===== src/rtl/dx_tile_sched_pkg.sv =====
// Shared state encoding and default sizing for the dx tile scheduler.
package dx_tile_sched_pkg;

    localparam int DEF_CNT_W     = 8;
    localparam int DEF_RD_LAT    = 1;
    localparam int DEF_OUT_DEPTH = 16;

    typedef enum logic [1:0] {
        ST_IDLE  = 2'd0,
        ST_RUN   = 2'd1,
        ST_DRAIN = 2'd2,
        ST_DONE  = 2'd3
    } state_e;

endpackage


===== src/rtl/dx_credit_cnt.sv =====
// Saturating up/down credit counter; starts full, flags pops at full and issues at empty.
module dx_credit_cnt
    import dx_tile_sched_pkg::*;
#(
    parameter int DEPTH = DEF_OUT_DEPTH
) (
    input  logic clk,
    input  logic rstn,
    input  logic inc_i,
    input  logic dec_i,
    output logic zero_o,
    output logic ovf_o,
    output logic unf_o
);

    localparam int CW = $clog2(DEPTH + 1);

    logic [CW-1:0] cnt_q, cnt_d;
    logic          full;
    logic          inc_ok, dec_ok;

    assign full   = (cnt_q == CW'(DEPTH));
    assign zero_o = (cnt_q == '0);
    assign ovf_o  = inc_i && full;
    assign unf_o  = dec_i && zero_o;

    // NOTE: every variable gets its default first, so no branch can leave it unassigned and infer a latch.
    always_comb begin
        cnt_d  = cnt_q;
        inc_ok = inc_i && !full;
        dec_ok = dec_i && !zero_o;
        if (inc_ok && !dec_ok) begin
            cnt_d = cnt_q + CW'(1);
        end else if (dec_ok && !inc_ok) begin
            cnt_d = cnt_q - CW'(1);
        end
    end

    // NOTE: state updates use non-blocking assignment so all flops sample pre-edge values.
    always_ff @(posedge clk or negedge rstn) begin
        if (!rstn) begin
            cnt_q <= CW'(DEPTH);
        end else begin
            cnt_q <= cnt_d;
        end
    end

endmodule


===== src/rtl/dx_tile_sched.sv =====
// Tile scheduler for the dx pass: walks h (outer) by p (inner), issues operand reads
// under FIFO credit, and counts multiplier returns before signalling completion.
module dx_tile_sched
    import dx_tile_sched_pkg::*;
#(
    parameter int CNT_W     = DEF_CNT_W,
    parameter int MUL_LAT   = 6,
    parameter int RD_LAT    = DEF_RD_LAT,
    parameter int OUT_DEPTH = DEF_OUT_DEPTH
) (
    input  logic                 clk,
    input  logic                 rstn,
    input  logic                 start_i,
    input  logic [CNT_W-1:0]     num_h_i,
    input  logic [CNT_W-1:0]     num_p_i,
    output logic                 rd_en_o,
    output logic [CNT_W-1:0]     h_addr_o,
    output logic [2*CNT_W-1:0]   x_addr_o,
    output logic                 mul_valid_o,
    output logic                 mul_last_o,
    input  logic                 mul_valid_i,
    input  logic                 out_pop_i,
    output logic                 busy_o,
    output logic                 done_o,
    output logic                 err_o
);

    localparam int XW = 2 * CNT_W;
    localparam int RW = XW + 1;

    if (RD_LAT < 1 || MUL_LAT < 1) begin : g_bad_param
        $error("dx_tile_sched: RD_LAT and MUL_LAT must both be at least 1");
    end

    state_e             state_q, state_d;
    logic [CNT_W-1:0]   num_h_q, num_h_d;
    logic [CNT_W-1:0]   num_p_q, num_p_d;
    logic [CNT_W-1:0]   h_idx_q, h_idx_d;
    logic [CNT_W-1:0]   p_idx_q, p_idx_d;
    logic [XW-1:0]      total_q, total_d;
    logic [XW-1:0]      x_addr_q, x_addr_d;
    logic [RW-1:0]      ret_cnt_q, ret_cnt_d;
    logic               err_q, err_d;
    logic [RD_LAT-1:0]  vld_sr_q, vld_sr_d;
    logic [RD_LAT-1:0]  last_sr_q, last_sr_d;

    logic issue, last_issue, ret_done;
    logic cred_zero, cred_ovf, cred_unf;

    assign ret_done = (ret_cnt_q == RW'(total_q));

    dx_credit_cnt #(
        .DEPTH (OUT_DEPTH)
    ) u_credit (
        .clk    (clk),
        .rstn   (rstn),
        .inc_i  (out_pop_i),
        .dec_i  (issue),
        .zero_o (cred_zero),
        .ovf_o  (cred_ovf),
        .unf_o  (cred_unf)
    );

    always_comb begin
        state_d    = state_q;
        num_h_d    = num_h_q;
        num_p_d    = num_p_q;
        h_idx_d    = h_idx_q;
        p_idx_d    = p_idx_q;
        total_d    = total_q;
        x_addr_d   = x_addr_q;
        ret_cnt_d  = ret_cnt_q;
        err_d      = err_q;
        issue      = 1'b0;
        last_issue = 1'b0;

        case (state_q)
            ST_IDLE: begin
                if (start_i) begin
                    num_h_d   = num_h_i;
                    num_p_d   = num_p_i;
                    total_d   = XW'(num_h_i) * XW'(num_p_i);
                    h_idx_d   = '0;
                    p_idx_d   = '0;
                    x_addr_d  = '0;
                    ret_cnt_d = '0;
                    err_d     = 1'b0;
                    state_d   = (num_h_i == '0 || num_p_i == '0) ? ST_DONE : ST_RUN;
                end
            end
            ST_RUN: begin
                issue = !cred_zero;
                if (issue) begin
                    // With h outer and p inner the linear x address is just the issue count.
                    x_addr_d = x_addr_q + XW'(1);
                    if (p_idx_q == num_p_q - CNT_W'(1)) begin
                        p_idx_d = '0;
                        if (h_idx_q == num_h_q - CNT_W'(1)) begin
                            last_issue = 1'b1;
                            state_d    = ST_DRAIN;
                        end else begin
                            h_idx_d = h_idx_q + CNT_W'(1);
                        end
                    end else begin
                        p_idx_d = p_idx_q + CNT_W'(1);
                    end
                end
            end
            ST_DRAIN: begin
            end
            ST_DONE: begin
                state_d = ST_IDLE;
            end
            default: begin
                state_d = ST_IDLE;
            end
        endcase

        if ((state_q == ST_RUN || state_q == ST_DRAIN) && mul_valid_i && !ret_done) begin
            ret_cnt_d = ret_cnt_q + RW'(1);
            if (state_q == ST_DRAIN && ret_cnt_d == RW'(total_q)) begin
                state_d = ST_DONE;
            end
        end

        if (cred_ovf || cred_unf || (mul_valid_i && (state_q == ST_IDLE || ret_done))) begin
            err_d = 1'b1;
        end
    end

    always_comb begin
        vld_sr_d     = vld_sr_q;
        last_sr_d    = last_sr_q;
        vld_sr_d[0]  = issue;
        last_sr_d[0] = last_issue;
        for (int i = 1; i < RD_LAT; i++) begin
            vld_sr_d[i]  = vld_sr_q[i-1];
            last_sr_d[i] = last_sr_q[i-1];
        end
    end

    always_ff @(posedge clk or negedge rstn) begin
        if (!rstn) begin
            state_q   <= ST_IDLE;
            num_h_q   <= '0;
            num_p_q   <= '0;
            h_idx_q   <= '0;
            p_idx_q   <= '0;
            total_q   <= '0;
            x_addr_q  <= '0;
            ret_cnt_q <= '0;
            err_q     <= 1'b0;
            // NOTE: the read delay line is reset too; a stale strobe would fake a multiplier issue after abort.
            vld_sr_q  <= '0;
            last_sr_q <= '0;
        end else begin
            state_q   <= state_d;
            num_h_q   <= num_h_d;
            num_p_q   <= num_p_d;
            h_idx_q   <= h_idx_d;
            p_idx_q   <= p_idx_d;
            total_q   <= total_d;
            x_addr_q  <= x_addr_d;
            ret_cnt_q <= ret_cnt_d;
            err_q     <= err_d;
            vld_sr_q  <= vld_sr_d;
            last_sr_q <= last_sr_d;
        end
    end

    assign rd_en_o     = issue;
    assign h_addr_o    = h_idx_q;
    assign x_addr_o    = x_addr_q;
    assign mul_valid_o = vld_sr_q[RD_LAT-1];
    assign mul_last_o  = last_sr_q[RD_LAT-1];
    assign busy_o      = (state_q != ST_IDLE);
    assign done_o      = (state_q == ST_DONE);
    assign err_o       = err_q;

endmodule


===== config.mk =====
export PLATFORM = sky130hd
export DESIGN_NAME = dx_tile_sched
export DESIGN_NICKNAME = d
export VERILOG_FILES = /design/src/rtl/dx_tile_sched_pkg.sv /design/src/rtl/dx_credit_cnt.sv /design/src/rtl/dx_tile_sched.sv
export SDC_FILE = /design/constraint.sdc
export NUM_CORES = 1
export LEC_CHECK = 0
export BUFFER_PORTS_ARGS = -buffer_cell sky130_fd_sc_hd__buf_2
export CORE_ASPECT_RATIO = 1.4
export CORE_MARGIN = 5
export CORE_UTILIZATION = 45
export CTS_CLUSTER_SIZE = 20
export DETAILED_ROUTE_END_ITERATION = 6
export GPL_ROUTABILITY_DRIVEN = 0
export GPL_TIMING_DRIVEN = 0
export HOLD_SLACK_MARGIN = 0.03
export REMOVE_ABC_BUFFERS = 1
export SETUP_SLACK_MARGIN = 0.15
export SLEW_MARGIN = 40
export SYNTH_ARGS = -nofsm -noshare
export SYNTH_HDL_FRONTEND = slang
export SYNTH_SLANG_ARGS = --single-unit

===== constraint.sdc =====
create_clock -name clk -period 4.8 [get_ports clk]
set_clock_uncertainty 0.05 [all_clocks]
set_input_delay 0.48 -clock clk [delete_from_list [all_inputs] [get_ports clk]]
set_output_delay 0.48 -clock clk [all_outputs]
set_load 0.01 [all_outputs]

==> metrics.md <==
| Metric | Value |
|---|---|
| Leak pwr | 3.90 nW |
| Critical path type | input port to flop |
| Max-cap viol count | 0 |
| Gate Count Post-Synth | 838 |
| FP Rows | between 50 and 60 |
| Setup bufs post-CTS | 0 |
| Full die area | between 0.015 and 0.02 sq mm |
| Area delta synth->final | 9.62% |
| Max Slew Vio Count | 0 |
| Met2 routed WL | 8860 microns |
| Clk slew on worst S/H paths | 0.07 ns |
| Layout net count | 970 |
| WL met1 | 7290 microns |
| Top cells by area, synth | dfrtp_1, fa_1, ha_1 |
| Hold_ws | 0.323 ns |
| Clk_lat worst skew | 0.35 ns |
| Num CTS Buffers | 9 |
| Worst Path Required | 5.03 ns |
| Die W | 119 microns |
| RSZ-0062 raised after global routing | true |
| Final core utilization | 0.497 |
| Vias in the first global route | 6077 |
| Mean cell area of the mapped netlist | 8.99 sq um |
| Crit. End Element | flop |
| Io pins | 51 |
| # fillers | 1565 |
| # diodes | 0 |
| Share of cells above drive strength 1 | 0.119 |
| Residual DRC | 0 |
| Synth Flop Type | dfrtp_1 |
| Post-synth EDFFs | 0 |
| Final Cycle Share | 0.922 |
| Register area | between 0.002 and 0.0025 sq mm |
| WL final | approximately 17000 microns |
| DRT antenna net count | 0 |
| Yosys reg bits | 91 |
| Footprint of the multi-input gates | 0.00488 sq mm |
| Yosys top cell area share | 0.299 |
| PortBufs | 50 |
| WL/cell | 15.7 microns |
| CTS H-tree lvls | 3 |
| Async SR Flop Fraction | 1.00 |
| Least-Margin Pin Slew | 0.706 ns |
| Die Ht | roughly 160 microns |
| Post-Layout Cell Count | 1070 |
| Longest Clk Path Bufs | 2 |
| F_max | 0.226 GHz |
| CTS root buf | clkbuf_16 |
| Antenna violations before repair | 0 |
| Most common cell in the netlist | dfrtp_1 |
| Sequential cell area fraction in the yosys report | 0.303 |
| Highest routed layer | met4 |
| Syn. warnings | 0 |
| Vias per inst | 5.58 |
| Slew headroom | 0.528 |
| Total track usage | 0.185 |
| Status | finished clean |
| Core Region | between 0.015 and 0.02 sq mm |
| Startpoint Class | input port |
| # clock sinks | 91 |
| Final Hold Fails | 0 |
| Post-Syn Area | 0.00753 sq mm |
| Area leader, netlist | dfrtp_1 |
| Post-DP HPWL | 12800 microns |
| Initial core utilization | 0.453 |
| Global-route wire length before repair | slightly below 30000 microns |
| Largest net degree at the start of global routing | 73 |
| Tot Pwr | 4.05 mW |
| Pwr dens | slightly below 500 mW/mm^2 |
| Initial DRT Pass Iterations | 5 |
| Distinct cell type count after synthesis | 64 |
| Initial DRC count | 317 |
| Gr ovfl total | 0 |
| Min-Delay Path Class | input port to flop |
| Worst VDD drop | 0.175 mV |
| Most frequent cells after synthesis | dfrtp_1, nand2_1, inv_1 |
| Minimum clock period after layout | 4.43 ns |
| Crit path DAT | 4.66 ns |
| Final setup fails | 0 |
| Metal3 WL | between 400 and 500 microns |
| Placed insts | 1053 |
| Via count | roughly 6000 |
| Critical path peak fanout | 10 |
| CTS tree | built |
| Setup Total Neg Slack | 0 ns |
-- state kept, by name, indices dropped and copies added (netlist names), 5 cells and up --
register        flops
h_addr_o            8
num_h_q             8
num_p_q             8
p_idx_q             8
ret_cnt_q          17
total_q            16
u_credit.cnt_q      5
x_addr_o           16
-- per-layer routing --
layer,vias up,global-route usage
li1,2941,-
met1,2930,0.227
met2,80,0.345
met3,18,0.0225
met4,0,0.0459
met5,-,0
-- what timing repair did --
item	4_1_cts	5_1_grt
endpoints found under the setup margin	0	2
hold endpoints to repair	19	0
resized for setup	0	2
hold buffers	1	0
-- report_power, final --
part / switching (mW) / leakage [nW] / internal, mW / total, mW
clock network: 0.336 / 0.138 / 0.365 / 0.701
logic: 1.14 / 2.59 / 0.904 / 2.04
registers: 0.301 / 1.18 / 1.00 / 1.30
total: 1.78 / 3.90 / 2.27 / 4.05
-- stage by stage --
| stage | instance area, sq um | setup slack [ns] |
|---|---|---|
| 3_3_place_gp | 7860 | -0.0233 |
| 3_5_place_dp | 7950 | -0.0376 |
| 5_1_grt | 8250 | 0.135 |
| 4_1_cts | 8250 | 0.328 |
| 6_report | 8250 | 0.372 |
| 2_1_floorplan | 7360 | 0.440 |
-- cell usage in the layout (no fill, tap or decap), drive strengths merged, types with 10 or more instances in the layout --
cell type / n
nor3: 17
and3: 15
nand2: 81
inv: 64
xnor2: 26
nand3: 29
xor2: 48
a21o: 10
dfrtp: 90
ha: 50
mux2: 17
o21ai: 61
clkbuf: 10
a21oi: 29
nand4: 13
nor2: 41
fa: 37
buf: 54
nor4: 11
o31ai: 18
and2: 51
-- path summary, 6_finish.rpt --
kind                                    from                end  slack (ns)  cells past startpoint
max in group asynchronous               rstn  u_credit.cnt_q[4]        3.59                      3
min in group asynchronous               rstn        h_addr_o[7]        0.49                      2
worst max register to register  ret_cnt_q[9]      ret_cnt_q[10]        1.73                      8
worst max-delay path              num_p_i[7]        total_q[15]        0.37                     17
worst min register to register   total_q[13]        total_q[13]        0.46                      2
worst min-delay path             mul_valid_i              err_o        0.32                      3
-- kinds of logic (layout without fill, tap and decap cells) --
| family | count (synthesis) | count (layout) | synth area share |
|---|---|---|---|
| buffers and inverters | 103 | 132 | 0.0528 |
| AND/OR/NAND/NOR | 310 | 310 | 0.221 |
| XOR/XNOR | 74 | 74 | 0.0861 |
| flip-flops | 91 | 91 | 0.303 |
| multiplexers | 18 | 18 | 0.0268 |
| AO/OA/AOI/OAI | 155 | 155 | 0.129 |
| adder cells (fa/ha/maj) | 87 | 87 | 0.181 |
-- critical path, cell delays in order --
cell and delay, ns:
buf_2 0.21, nand2_1 0.11, fa_1 0.52, fa_1 0.55, inv_1 0.06, fa_1 0.53, inv_1 0.07, fa_1 0.53
inv_1 0.04, ha_1 0.34, o21a_1 0.14, o31a_1 0.16, o211ai_1 0.13, a21oi_2 0.17, nor4_1 0.07, or4_1 0.47
nand3_1 0.09
-- layout make-up --
type,count,share of cell area
Clock buffer,9,0.0273
Clock inverter,7,0.00803
Inverter,60,0.0273
Multi-Input combinational cell,644,0.592
Sequential cell,91,0.276
Tap cell,203,0.0308
Timing Repair Buffer,56,0.0388
(Power assumes the default switching activity.)
